File: src/rtl/vrf_addr_sequencer.sv
`default_nettype none
// ============================================================================
// Module      : vrf_addr_sequencer
// Description : Walks the LMUL register group of one vector instruction word by
//               word, issuing vs1/vs2 read addresses and the delayed vd write.
// Revision    : 1.0 - initial release
// ============================================================================
module vrf_addr_sequencer #(
  parameter int VLEN       = 4096,
  parameter int VLANE_NUM  = 8,
  parameter int W_PIPE_LAT = 4,
  parameter int MEM_DEPTH  = VLEN / VLANE_NUM,
  parameter int AW         = $clog2(MEM_DEPTH),
  parameter int REG_WORDS  = VLEN / 32 / VLANE_NUM,
  parameter int CW         = $clog2(8 * REG_WORDS) + 1
) (
  input  logic            clk,
  input  logic            rst,
  input  logic            start_i,
  output logic            ready_o,
  input  logic [1:0]      lmul_i,
  input  logic [CW-1:0]   words_i,
  input  logic [8*AW-1:0] raddr0_base_i,
  input  logic [8*AW-1:0] raddr1_base_i,
  input  logic [8*AW-1:0] waddr_base_i,
  output logic            ren_o,
  output logic [AW-1:0]   raddr0_o,
  output logic [AW-1:0]   raddr1_o,
  output logic            wen_o,
  output logic [AW-1:0]   waddr_o,
  output logic            done_o
);

  localparam int WOFF_W = $clog2(REG_WORDS);

  typedef enum logic [1:0] {
    S_IDLE  = 2'd0,
    S_READ  = 2'd1,
    S_DRAIN = 2'd2
  } state_t;

  state_t              r_state, w_state_nxt;
  logic [8*AW-1:0]     r_base0, r_base1, r_basew;
  logic [CW-1:0]       r_cnt;
  logic [2:0]          r_ridx;
  logic [WOFF_W-1:0]   r_woff;
  logic                r_ren;
  logic [AW-1:0]       r_raddr0, r_raddr1, r_wa;
  logic [W_PIPE_LAT-1:0] r_pv;
  logic [AW-1:0]       r_pa [W_PIPE_LAT];

  logic [CW-1:0]       w_max, w_n;
  logic                w_done, w_accept, w_issue;

  assign w_max    = CW'(REG_WORDS) << lmul_i;
  assign w_n      = (words_i < w_max) ? words_i : w_max;
  // r_ren still counts as in flight: it feeds the write pipe on the next edge.
  assign w_done   = (r_state == S_DRAIN) && !r_ren && !(|r_pv);
  assign w_issue  = (r_state == S_READ);
  assign w_accept = start_i && ready_o;

  assign ready_o  = (r_state == S_IDLE) || w_done;
  assign done_o   = w_done;
  assign ren_o    = r_ren;
  assign raddr0_o = r_raddr0;
  assign raddr1_o = r_raddr1;
  assign wen_o    = r_pv[W_PIPE_LAT-1];
  assign waddr_o  = r_pa[W_PIPE_LAT-1];

  always_comb begin
    w_state_nxt = r_state;
    case (r_state)
      S_IDLE: begin
        if (w_accept) w_state_nxt = (w_n != '0) ? S_READ : S_DRAIN;
      end
      S_READ: begin
        if (r_cnt == CW'(1)) w_state_nxt = S_DRAIN;
      end
      S_DRAIN: begin
        if (w_done) begin
          if (w_accept) w_state_nxt = (w_n != '0) ? S_READ : S_DRAIN;
          else          w_state_nxt = S_IDLE;
        end
      end
      default: w_state_nxt = S_IDLE;
    endcase
  end

  always_ff @(posedge clk or posedge rst) begin
    if (rst) begin
      r_state  <= S_IDLE;
      r_base0  <= '0;
      r_base1  <= '0;
      r_basew  <= '0;
      r_cnt    <= '0;
      r_ridx   <= '0;
      r_woff   <= '0;
      r_ren    <= 1'b0;
      r_raddr0 <= '0;
      r_raddr1 <= '0;
      r_wa     <= '0;
    end else begin
      r_state <= w_state_nxt;
      r_ren   <= w_issue;
      if (w_accept) begin
        r_base0 <= raddr0_base_i;
        r_base1 <= raddr1_base_i;
        r_basew <= waddr_base_i;
        r_cnt   <= w_n;
        r_ridx  <= '0;
        r_woff  <= '0;
      end else if (w_issue) begin
        r_raddr0 <= r_base0[int'(r_ridx)*AW +: AW] + AW'(r_woff);
        r_raddr1 <= r_base1[int'(r_ridx)*AW +: AW] + AW'(r_woff);
        r_wa     <= r_basew[int'(r_ridx)*AW +: AW] + AW'(r_woff);
        r_cnt    <= r_cnt - CW'(1);
        if (r_woff == WOFF_W'(REG_WORDS - 1)) begin
          r_woff <= '0;
          r_ridx <= r_ridx + 3'd1;
        end else begin
          r_woff <= r_woff + WOFF_W'(1);
        end
      end
    end
  end

  // Write pipe is fed from the registered read stage so the first write lands
  // exactly W_PIPE_LAT cycles after the first visible read strobe.
  always_ff @(posedge clk or posedge rst) begin
    if (rst) begin
      r_pv <= '0;
      for (int i = 0; i < W_PIPE_LAT; i++) r_pa[i] <= '0;
    end else begin
      r_pv[0] <= r_ren;
      r_pa[0] <= r_wa;
      for (int i = 1; i < W_PIPE_LAT; i++) begin
        r_pv[i] <= r_pv[i-1];
        r_pa[i] <= r_pa[i-1];
      end
    end
  end

endmodule
`default_nettype wire

File: config.mk
export PLATFORM = sky130hd
export DESIGN_NAME = vrf_addr_sequencer
export DESIGN_NICKNAME = d
export VERILOG_FILES = /design/src/rtl/vrf_addr_sequencer.sv
export SDC_FILE = /design/constraint.sdc
export NUM_CORES = 1
export LEC_CHECK = 0
export CAP_MARGIN = 15
export CORE_MARGIN = 2
export CORE_UTILIZATION = 35
export CTS_CLUSTER_SIZE = 10
export DETAILED_ROUTE_END_ITERATION = 6
export DONT_BUFFER_PORTS = 1
export MAX_ROUTING_LAYER = met4
export SLEW_MARGIN = 20
export SYNTH_ARGS = -nofsm -noshare
export SYNTH_HDL_FRONTEND = slang
export SYNTH_SLANG_ARGS = --single-unit
File: constraint.sdc
create_clock -name clk -period 20.8 [get_ports clk]
set_input_delay 3.12 -clock clk [delete_from_list [all_inputs] [get_ports clk]]
set_output_delay 3.12 -clock clk [all_outputs]
set_load 0.1 [all_outputs]
# After elaboration in Yosys (flattened, before gate mapping)
# Index checks and enable logic that the tools add are counted.
# classes
n_addsub,6
multipliers,1
magnitude_cmp,1
eq_ne,7
n_shift,4
mux,15
bitwise_logic,1
n_reduce_logical,14
# ops
op,n
72-bit by 32-bit variable part select with 9-bit output,2
72-bit by 8-bit variable part select with 9-bit output,1
9-bit by 4-bit adder with 9-bit output,3
8-bit two-way mux,3
4-bit two-way mux,3
2-bit two-way mux,5
3-bit two-way mux,3
"8-bit by 1-bit equality test with 1-bit output, second input constant",1
8-bit < comparator,1
8-bit nonzero test,1
"5-bit by 2-bit << shifter with 8-bit output, first input constant",1
"8-bit by 1-bit subtractor with 8-bit output, second input constant",1
"3-bit by 4-bit multiplier with 7-bit output, second input constant",1
2-bit case mux with 3 select lines,1
"4-bit by 1-bit adder with 4-bit output, second input constant",1
"4-bit equality test, second input constant",1
"2-bit inequality test, second input constant",2
2-bit AND reduction,2
2-bit nonzero test,2
4-bit OR reduction,1
"3-bit by 1-bit adder with 3-bit output, second input constant",1
1-bit logical AND,3
3-bit AND reduction,1
"2-bit by 1-bit equality test with 1-bit output, second input constant",1
6 further kinds,7
# totals
reg_bits,301
out_inout_bits,31
word_cells,65

# Depth between registers and ports, before layout
# Gate-level depths: netlist of the first run.
# depth
word_depth,8
ltp_mapped,17
ltp_nobuf,12

# Worst setup path after synthesis of the first run
# OpenSTA, ideal clock, no wires.
# synth_timing
path_kind,register -> output
from,register r_pv[3]
to,output port done_o
arrival_time_ps,3797
slack_ps,13883
path_stages_with_launch,4
path_buffers,0
cell_sequence,dfrtp_1 > or4_1 > or2_1 > nor3b_1
# synth_via
elab_chain_len,3
# synth_rtl
item,line,source
start: declaration,49,logic [W_PIPE_LAT-1:0] r_pv;
start signal: indexed assignment,137,r_pv[i] <= r_pv[i-1];
4-bit OR reduction,58,assign w_done = (r_state == S_DRAIN) && !r_ren && !(|r_pv);
1-bit logical NOT,58,
1-bit logical AND,58,
end: declaration,31,output logic done_o
# No other way between the ends.

# Final worst setup path of the first run
# Same ends and word-level chain as after synthesis.

==> results.json, run 1 <==
{
  "die_x_um": 201.4,
  "critPathLaunch": "r_pv[3]$_DFF_PP0_",
  "synth_area_per_cell_um2": 9.540,
  "grt_pass1_vias": 9641,
  "grt_max_degree": 176,
  "critical_path_class": "flop to primary output",
  "max_freq_ghz": 0.1729,
  "boundaryPins": 260,
  "yosysUniqueCellTypes": 44,
  "worst_path_largest_cell_delay_ns": 0.73,
  "clk_pin_slew_ns": 0.05,
  "antenna_found_initial": 0,
  "via_count": 9343,
  "drtPass1Iterations": 5,
  "hold_depth": 0,
  "cellPowerDensity_mw_per_mm2": 168.4,
  "post_cts_buffers": 0,
  "multi_input_area_mm2": 0.005459,
  "fp.dieH_um": 201.4,
  "clock_latency_ns": 0.54,
  "wl_um": 35340,
  "nets": 1645,
  "synth_area_mm2": 0.01364,
  "root_buffer": "clkbuf_16",
  "yosysWarnings": 0,
  "n_antenna_cell": 0,
  "post-route-period-util": 0.2780,
  "drv_slew": 0,
  "cts_tree": "yes",
  "overflow": 0,
  "remaining_drc_errors": 0,
  "finalSetupViolCount": 0,
  "cp.required_ns": 17.68,
  "clock_skew_ns": 0.02041,
  "critPathCaptureType": "primary output",
  "std_cell_rows": 72,
  "synthArstFlopShare": 1.000,
  "netlist.area_leader.share": 0.5521,
  "start_util": 0.3538,
  "wl_met2_um": 17100,
  "cts_sinks": 301,
  "cp-start-kind": "flop",
  "grt_pass1_wl_um": 54980,
  "path_depth": 4,
  "wl_met3_um": 2011,
  "die_area_mm2": 0.04057,
  "hold_start": "r_pa[10]$_DFF_PP0_",
  "p_leak_nw": 7.247,
  "track_usage": 0.1823,
  "status": "finished clean",
  "antenna_left": 0,
  "slew_headroom": 0.2418,
  "dp_hpwl_um": 24390,
  "buffer_ports.inserted": 0,
  "htreeDepth": 2,
  "critPathSlowestCell": "dfrtp_1",
  "wl_per_cell_um": 18.36,
  "ys_seq_area_frac": 0.5521,
  "syn_nets": 1682,
  "core_mm2": 0.03856,
  "cts_made_buffers": 38,
  "synth_edf_count": 0,
  "first_iter_violations": 552,
  "yosys.area.top_type": "dfrtp_1",
  "drt-met1-wl_um": 15050,
  "cts_max_path_buffers": 3,
  "hold_viol_final": 0,
  "critPathBufInv": 1,
  "drive_above_1_share": 0.07960,
  "fin_tns_setup_ns": 0,
  "cts_hold_buf": 0,
  "worst-slew-pin-transition_ns": 1.137,
  "regArea_mm2": 0.007540,
  "synth.most_common_cell": "nand2_1",
  "synth_seq_cells": 301,
  "reg2reg_depth": 12,
  "hp-class": "flop to flop",
  "synth_flop_cell": "dfrtp_1",
  "crit_family": "simple AND/OR/NAND/NOR gates",
  "p_total_w": 0.002517,
  "synthToLayoutAreaGrowth_pct": 9.584,
  "synth_commonest_cells": "739 x nand2_1, 301 x dfrtp_1, 39 x mux4_2, 33 x clkbuf_1",
  "synth_top_cells_by_area": "dfrtp_1 55%, nand2_1 20%, mux4_2 6.4%",
  "gp_congestion": 0.8097,
  "arrival_ns": 2.66,
  "top_layer": "met4",
  "crit_chain": "or4_1 -> or2_1 -> nor3b_2 -> clkbuf_16",
  "cap_violations": 0,
  "rsz0062_at_grt": "no",
  "crit_path_max_fanout": 2,
  "cts_resized": 0,
  "via_per_inst": 4.854,
  "ir_drop_mv": 0.07535,
  "syn_inst": 1430,
  "reg2reg_from": "r_ridx[0]$_DFFE_PP0P_",
  "period_needed_ns": 5.783,
  "fillers": 3944
}
worst paths after layout:
check	to	slack (ns)
setup / recovery	done_o	15.02
hold / removal	waddr_o[1]$_DFF_PP0_	0.34
setup reg to reg	r_wa[7]$_DFFE_PP0P_	16.82
hold reg to reg	waddr_o[1]$_DFF_PP0_	0.34
max in group asynchronous	r_ridx[0]$_DFFE_PP0P_	16.58
min in group asynchronous	r_basew[45]$_DFFE_PP0P_	2.61
routing by layer:
metal / GRT usage / vias to the layer above
met2: 0.2940 / 261
met1: 0.2270 / 4511
met4: 0.06854 / 0
met3: 0.03709 / 66
met5: - / -
li1: - / 4505
state kept, by name, indices dropped and copies added, names as in the netlist, 3 cells and up:
signal / cells
r_base0: 72
r_base1: 72
r_basew: 72
r_pa: 27
r_wa: 9
raddr0_o: 9
raddr1_o: 9
waddr_o: 9
r_cnt: 8
r_pv: 4
r_woff: 4
r_ridx: 3
power by group:
| part | internal (W) | total [W] | switching [W] |
|---|---|---|---|
| Combinational | 0.000298 | 0.000705 | 0.000406 |
| Sequential | 0.000855 | 0.00122 | 0.000361 |
| Clock | 0.000355 | 0.000596 | 0.000242 |
| Total | 0.00151 | 0.00252 | 0.00101 |
cell type report:
class | count | share of cell area
multi-input combinational | 1019 | 0.3652
timing repair buffer | 12 | 0.008035
tap | 518 | 0.04335
inverter | 21 | 0.005775
clock buffer | 50 | 0.07139
sequential | 301 | 0.5044
clock inverter | 4 | 0.001925
cell usage in the layout (no fill, tap or decap), types with 2 or more instances in the layout:
| master | n |
|---|---|
| a2111oi_2 | 3 |
| a21o_1 | 6 |
| nand2b_1 | 8 |
| or3_1 | 4 |
| xnor2_1 | 6 |
| nand3_1 | 10 |
| dfrtp_1 | 299 |
| or2_2 | 2 |
| and3_1 | 3 |
| or4_1 | 2 |
| o211ai_1 | 2 |
| mux2i_1 | 31 |
| clkbuf_16 | 40 |
| buf_4 | 10 |
| nor4_1 | 8 |
| clkbuf_8 | 5 |
| clkinvlp_4 | 2 |
| inv_1 | 20 |
| dfrtp_4 | 2 |
| o21ai_0 | 31 |
| o22ai_1 | 19 |
| nor2_1 | 15 |
| fa_1 | 3 |
| clkbuf_1 | 6 |
| ha_1 | 20 |
| mux4_2 | 39 |
| nor3_1 | 5 |
| nand2_1 | 739 |
| and2_1 | 9 |
| a21oi_1 | 20 |
| xor2_1 | 17 |
| a221o_1 | 2 |
cells by family (layout without fill, tap and decap cells):
| logic type | Yosys count | count (layout) | synth area share |
|---|---|---|---|
| AO/OA/AOI/OAI | 90 | 90 | 0.04081 |
| XOR/XNOR | 23 | 23 | 0.01477 |
| adder cells (fa/ha/maj) | 23 | 23 | 0.02275 |
| buffers and inverters | 110 | 87 | 0.04843 |
| flip-flops | 301 | 301 | 0.5521 |
| multiplexers | 71 | 71 | 0.08796 |
| AND/OR/NAND/NOR | 812 | 812 | 0.2331 |
worst register-to-register path, stage by stage (launching register included):
cell and delay (ns):
dfrtp_4 0.78, buf_4 0.70, mux4_2 0.69, nand2_1 0.12
and2_1 0.18, inv_1 0.05, ha_1 0.27, a21o_1 0.12
a21oi_1 0.09, nand2b_1 0.19, a2111oi_2 0.41, or3_1 0.16
nand3_1 0.08
through the flow:
step                      instances  instance area (um^2)  hold slack [ns]    util  setup WS (ns)
final                          1925                 14950           0.3405  0.3877          15.02
after CTS                      1925                 14950           0.3445  0.3877          14.97
after global placement         1871                 13850           0.3326  0.3593          15.60
after detailed placement       1871                 13850           0.3347  0.3593          15.57
after floorplan                1430                 13640           0.3312       -          9.362
after global routing           1925                 14950           0.3451  0.3877          14.95
(Power assumes the default switching activity.)
==> inputs of run 2 (changes only) <==
Clock period 20.8 ns to 5.1 ns, I/O delays scaled along.
==> run 2 against run 1 <==
Effect of this change: largest cell class unchanged; clock skew up 0.0025 ns; final cell count is 0.10% higher; highest routed layer unchanged; global-route usage up 0.17 points; count of clock-buffer cells in the layout is 1 lower; sequential share of layout area is 0.12 points lower; critical path depth is 9 higher; via count up 0.33%; register-to-register slack got worse by 15 ns; combinational power increased to 4.0 times the previous value; total power rose to 4.1 times the previous value; critical path type is now flop to flop; worst setup slack worse by 13 ns; first-iteration DRC count down 22%.
==> results.json, run 2 (synthesized netlist as in run 1, its figures left out) <==
{
  "boundaryPins": 260,
  "grt_pass1_vias": 9535,
  "htreeDepth": 2,
  "multi_input_area_mm2": 0.005459,
  "hp-class": "primary input to asynchronous set/reset pin",
  "n_antenna_cell": 0,
  "period_needed_ns": 3.570,
  "buffer_ports.inserted": 0,
  "fillers": 3929,
  "layout_commonest_cell": "nand2_1",
  "clock_skew_ns": 0.02286,
  "synthToLayoutAreaGrowth_pct": 9.842,
  "top_regs": "r_base0 x72, r_base1 x72, r_basew x72",
  "antenna_left": 0,
  "reg2reg_from": "r_ridx[0]$_DFFE_PP0P_",
  "ir_drop_mv": 0.2541,
  "grt_pass1_wl_um": 55300,
  "fin_tns_setup_ns": 0,
  "cts_max_path_buffers": 3,
  "critPathCaptureType": "flop",
  "first_iter_violations": 433,
  "finalSetupViolCount": 0,
  "grt_max_degree": 168,
  "root_buffer": "clkbuf_16",
  "gp_congestion": 0.8374,
  "status": "finished clean",
  "cts_made_buffers": 38,
  "clock_latency_ns": 0.54,
  "max_freq_ghz": 0.2801,
  "slew_headroom": 0.3102,
  "track_usage": 0.1841,
  "crit_path_max_fanout": 43,
  "remaining_drc_errors": 0,
  "regArea_mm2": 0.007540,
  "worst-slew-pin-transition_ns": 1.035,
  "post_cts_buffers": 0,
  "reg2reg_slack_ns": 1.53,
  "die_area_mm2": 0.04057,
  "nets": 1647,
  "via_per_inst": 4.865,
  "p_leak_nw": 7.263,
  "wl_per_cell_um": 18.59,
  "hold_viol_final": 0,
  "core_mm2": 0.03856,
  "cts_resized": 0,
  "antenna_found_initial": 0,
  "dp_hpwl_um": 25220,
  "r2r_end": "raddr0_o[6]$_DFFE_PP0P_",
  "final_cell_mix": "739 x nand2_1, 299 x dfrtp_1, 40 x clkbuf_16",
  "fp.dieH_um": 201.4,
  "drtPass1Iterations": 7,
  "via_count": 9374,
  "reg2reg_depth": 13,
  "wl_um": 35820,
  "cap_violations": 0,
  "cp-start-kind": "flop",
  "start_util": 0.3538,
  "cts_sinks": 301,
  "cts_hold_buf": 0,
  "arrival_ns": 4.03,
  "cts_tree": "yes",
  "drv_slew": 0,
  "cp.required_ns": 5.56,
  "placed_cell_area_mm2": 0.01389,
  "postLayoutCellArea_mm2": 0.01498,
  "post-route-period-util": 0.7000,
  "die_x_um": 201.4,
  "critical_path_class": "flop to flop",
  "rsz0062_at_grt": "no",
  "std_cell_rows": 72,
  "clk_pin_slew_ns": 0.05,
  "finish.utilization": 0.3886,
  "overflow": 0,
  "drive_above_1_share": 0.08162,
  "cellPowerDensity_mw_per_mm2": 685.7
}
-- run 2: layout make-up --
class,instances,area share
clock inverters,5,0.002088
multi-input cells,1019,0.3643
inverters,21,0.005511
clock buffers,49,0.07098
well taps,518,0.04325
repair buffers,14,0.01069
flip-flops and latches,301,0.5032
-- run 2: layer usage --
layer	global-route usage	vias up	share of wire
li1	-	4506	-
met1	0.2293	4584	0.43
met2	0.2938	218	0.49
met3	0.04017	66	0.055
met4	0.07090	0	0.033
met5	-	-	0
-- run 2: stage by stage --
stage / instances / power [W] / hold slack (ns) / worst slack (ns)
detailed placement: 1873 / 0.007964 / 0.3347 / 1.470
global route: 1927 / 0.01103 / 0.3002 / 1.243
finish: 1927 / 0.01028 / 0.2675 / 1.530
CTS: 1927 / 0.01045 / 0.2566 / 1.450
global placement: 1873 / 0.007856 / 0.3334 / 1.492
floorplan: 1430 / 0.007176 / 0.3312 / 0.3340
-- run 2: report_power, final --
| part | internal [W] | leakage [nW] | switching [W] |
|---|---|---|---|
| Sequential | 0.00349 | 3.73 | 0.00155 |
| Clock | 0.00144 | 0.539 | 0.000979 |
| Combinational | 0.00122 | 3.00 | 0.00159 |
-- run 2: worst max path at each step --
stage | from | to | slack [ns]
2_1_floorplan | rst | r_base0[0]$_DFFE_PP0P_ | 0.33
3_3_place_gp | r_ridx[0]$_DFFE_PP0P_ | raddr0_o[6]$_DFFE_PP0P_ | 1.49
3_5_place_dp | r_ridx[0]$_DFFE_PP0P_ | raddr0_o[6]$_DFFE_PP0P_ | 1.47
4_1_cts | r_ridx[0]$_DFFE_PP0P_ | raddr0_o[6]$_DFFE_PP0P_ | 1.45
5_1_grt | r_ridx[0]$_DFFE_PP0P_ | raddr0_o[8]$_DFFE_PP0P_ | 1.24
6_report | r_ridx[0]$_DFFE_PP0P_ | raddr0_o[6]$_DFFE_PP0P_ | 1.53
-- run 2: worst max-delay path, stage by stage (launching register included) --
cell     delay [ns]
dfrtp_4        1.02
buf_4          0.38
mux4_2         0.56
nand2_1        0.09
nand2_1        0.07
ha_1           0.20
inv_1          0.07
fa_1           0.20
inv_1          0.05
a21o_1         0.17
a21oi_1        0.25
nor3_1         0.11
xor2_1         0.17
o21ai_0        0.14
==> inputs of run 3 (changes only) <==
Clock period 5.1 ns to 3.19 ns, I/O delays scaled along.
==> run 3 against run 2 <==
Effect of this change: global-route usage grew 0.71 points; largest power group unchanged; total power up 60%; clock power increased by 54%; first-iteration DRC count is 18% higher.
==> results.json, run 3 (synthesized netlist as in run 1, its figures left out) <==
{
  "hold_viol_final": 0,
  "p_total_w": 0.01642,
  "layout_setup_ws_ns": 0.2114,
  "drv_slew": 0,
  "cap_violations": 0,
  "grt_max_degree": 111,
  "ir_drop_mv": 0.4388,
  "finalSetupViolCount": 0,
  "cellPowerDensity_mw_per_mm2": 1087,
  "clock_latency_ns": 0.54,
  "max_freq_ghz": 0.3357,
  "cts_sinks": 301,
  "std_cell_rows": 72,
  "wl_per_cell_um": 18.97,
  "r2r_end": "r_wa[7]$_DFFE_PP0P_",
  "place_ws_ns": 0.2352,
  "cts_max_path_buffers": 3,
  "htreeDepth": 2,
  "start_util": 0.3538,
  "remaining_drc_errors": 0,
  "dp_hpwl_um": 27240,
  "overflow": 0,
  "reg2reg_slack_ns": 0.21,
  "status": "finished clean",
  "reg2reg_depth": 12,
  "slew_headroom": 0.3001,
  "cp-start-kind": "flop",
  "hold_start": "raddr1_base_i[23]",
  "arrival_ns": 3.40,
  "reg2reg_from": "r_ridx[0]$_DFFE_PP0P_",
  "hold_depth": 2,
  "track_usage": 0.1912,
  "crit_path_max_fanout": 14,
  "final_cell_mix": "739 x nand2_1, 299 x dfrtp_1, 39 x mux4_2",
  "via_per_inst": 4.850,
  "via_count": 9452,
  "boundaryPins": 260,
  "hold_end": "r_base1[23]$_DFFE_PP0P_",
  "critPathCaptureType": "flop",
  "antenna_left": 0,
  "wl_um": 36980,
  "gp_congestion": 0.8359,
  "first_iter_violations": 513,
  "post-route-period-util": 0.9337,
  "fp.dieH_um": 201.4,
  "critical_path_class": "flop to flop",
  "buffer_ports.inserted": 0,
  "drive_above_1_share": 0.08626,
  "whs_ns": 0.03760,
  "die_area_mm2": 0.04057,
  "placed_cell_area_mm2": 0.01405,
  "grt_pass1_wl_um": 57350,
  "p_leak_nw": 7.334,
  "cts_tree": "yes",
  "cp.required_ns": 3.61,
  "antenna_found_initial": 5,
  "clock_skew_ns": 0.02517,
  "rsz0062_at_grt": "no",
  "grt_pass1_vias": 9921,
  "nets": 1662,
  "cts_made_buffers": 37,
  "die_x_um": 201.4,
  "drtPass1Iterations": 5,
  "worst-slew-pin-transition_ns": 1.050,
  "synthToLayoutAreaGrowth_pct": 10.72,
  "top_regs": "r_base0 x72, r_base1 x72, r_basew x72",
  "clk_pin_slew_ns": 0.06,
  "postLayoutCellArea_mm2": 0.01510,
  "layout_commonest_cell": "nand2_1",
  "hp-class": "primary input to flop",
  "core_mm2": 0.03856,
  "root_buffer": "clkbuf_16",
  "period_needed_ns": 2.979
}
-- run 3: power by group --
part / total [W] / switching [W] / internal [W]
sequential: 0.00800 / 0.00242 / 0.00558
combinational: 0.00469 / 0.00266 / 0.00203
clock: 0.00373 / 0.00155 / 0.00219
total: 0.0164 / 0.00662 / 0.00980
-- run 3: what timing repair did --
| item | in CTS | in global routing |
|---|---|---|
| hold buffers | 1 | 0 |
| buffers inserted | 0 | 0 |
| gates resized for setup | 0 | 0 |
| endpoints found under the hold margin | 12 | 0 |
-- run 3: worst max-delay path by stage --
| stage | start | to | slack, ns | cells after the start |
|---|---|---|---|---|
| final | r_ridx[0]$_DFFE_PP0P_ | r_wa[7]$_DFFE_PP0P_ | 0.21 | 12 |
| after global placement | r_ridx[0]$_DFFE_PP0P_ | raddr1_o[7]$_DFFE_PP0P_ | 0.28 | 12 |
| after floorplan | rst | r_base0[0]$_DFFE_PP0P_ | -1.29 | 1 |
| after global routing | r_ridx[0]$_DFFE_PP0P_ | r_wa[7]$_DFFE_PP0P_ | 0.01 | 12 |
| after CTS | r_ridx[0]$_DFFE_PP0P_ | r_wa[7]$_DFFE_PP0P_ | 0.22 | 12 |
| after detailed placement | r_ridx[0]$_DFFE_PP0P_ | r_wa[7]$_DFFE_PP0P_ | 0.24 | 12 |
-- run 3: metal layers --
metal	share of wire	track usage	vias up
li1	-	-	4553
met2	0.48	0.2980	264
met1	0.41	0.2326	4551
met3	0.062	0.04357	84
met5	0	-	-
met4	0.043	0.09953	0
-- run 3: cell type report --
| class | instances | area (um^2) |
|---|---|---|
| Inverter | 21 | 82.58 |
| Tap cell | 518 | 648.1 |
| Antenna cell | 5 | 12.51 |
| Clock buffer | 53 | 1016 |
| Timing Repair Buffer | 30 | 315.3 |
| Sequential cell | 301 | 7540 |
| Clock inverter | 2 | 17.52 |
| Multi-Input combinational cell | 1019 | 5473 |
| Fill cell | 3898 | 23450 |
-- run 3: worst max-delay path: stages (launching register included) --
cell,delay [ns]
dfrtp_4,0.51
buf_12,0.19
mux4_2,0.51
nand2_1,0.10
and2_1,0.17
inv_1,0.06
ha_1,0.28
a21o_1,0.11
a21oi_1,0.08
nand2b_1,0.18
a2111oi_2,0.42
or3_1,0.16
nand3_1,0.06
-- run 3: stage by stage --
step | instances | util | TNS (ns)
finish | 1949 | 0.3917 | 0
global route | 1949 | 0.3917 | 0
CTS | 1944 | 0.3914 | 0
detailed placement | 1888 | 0.3644 | 0
global placement | 1888 | 0.3644 | 0
floorplan | 1430 | - | -388.15
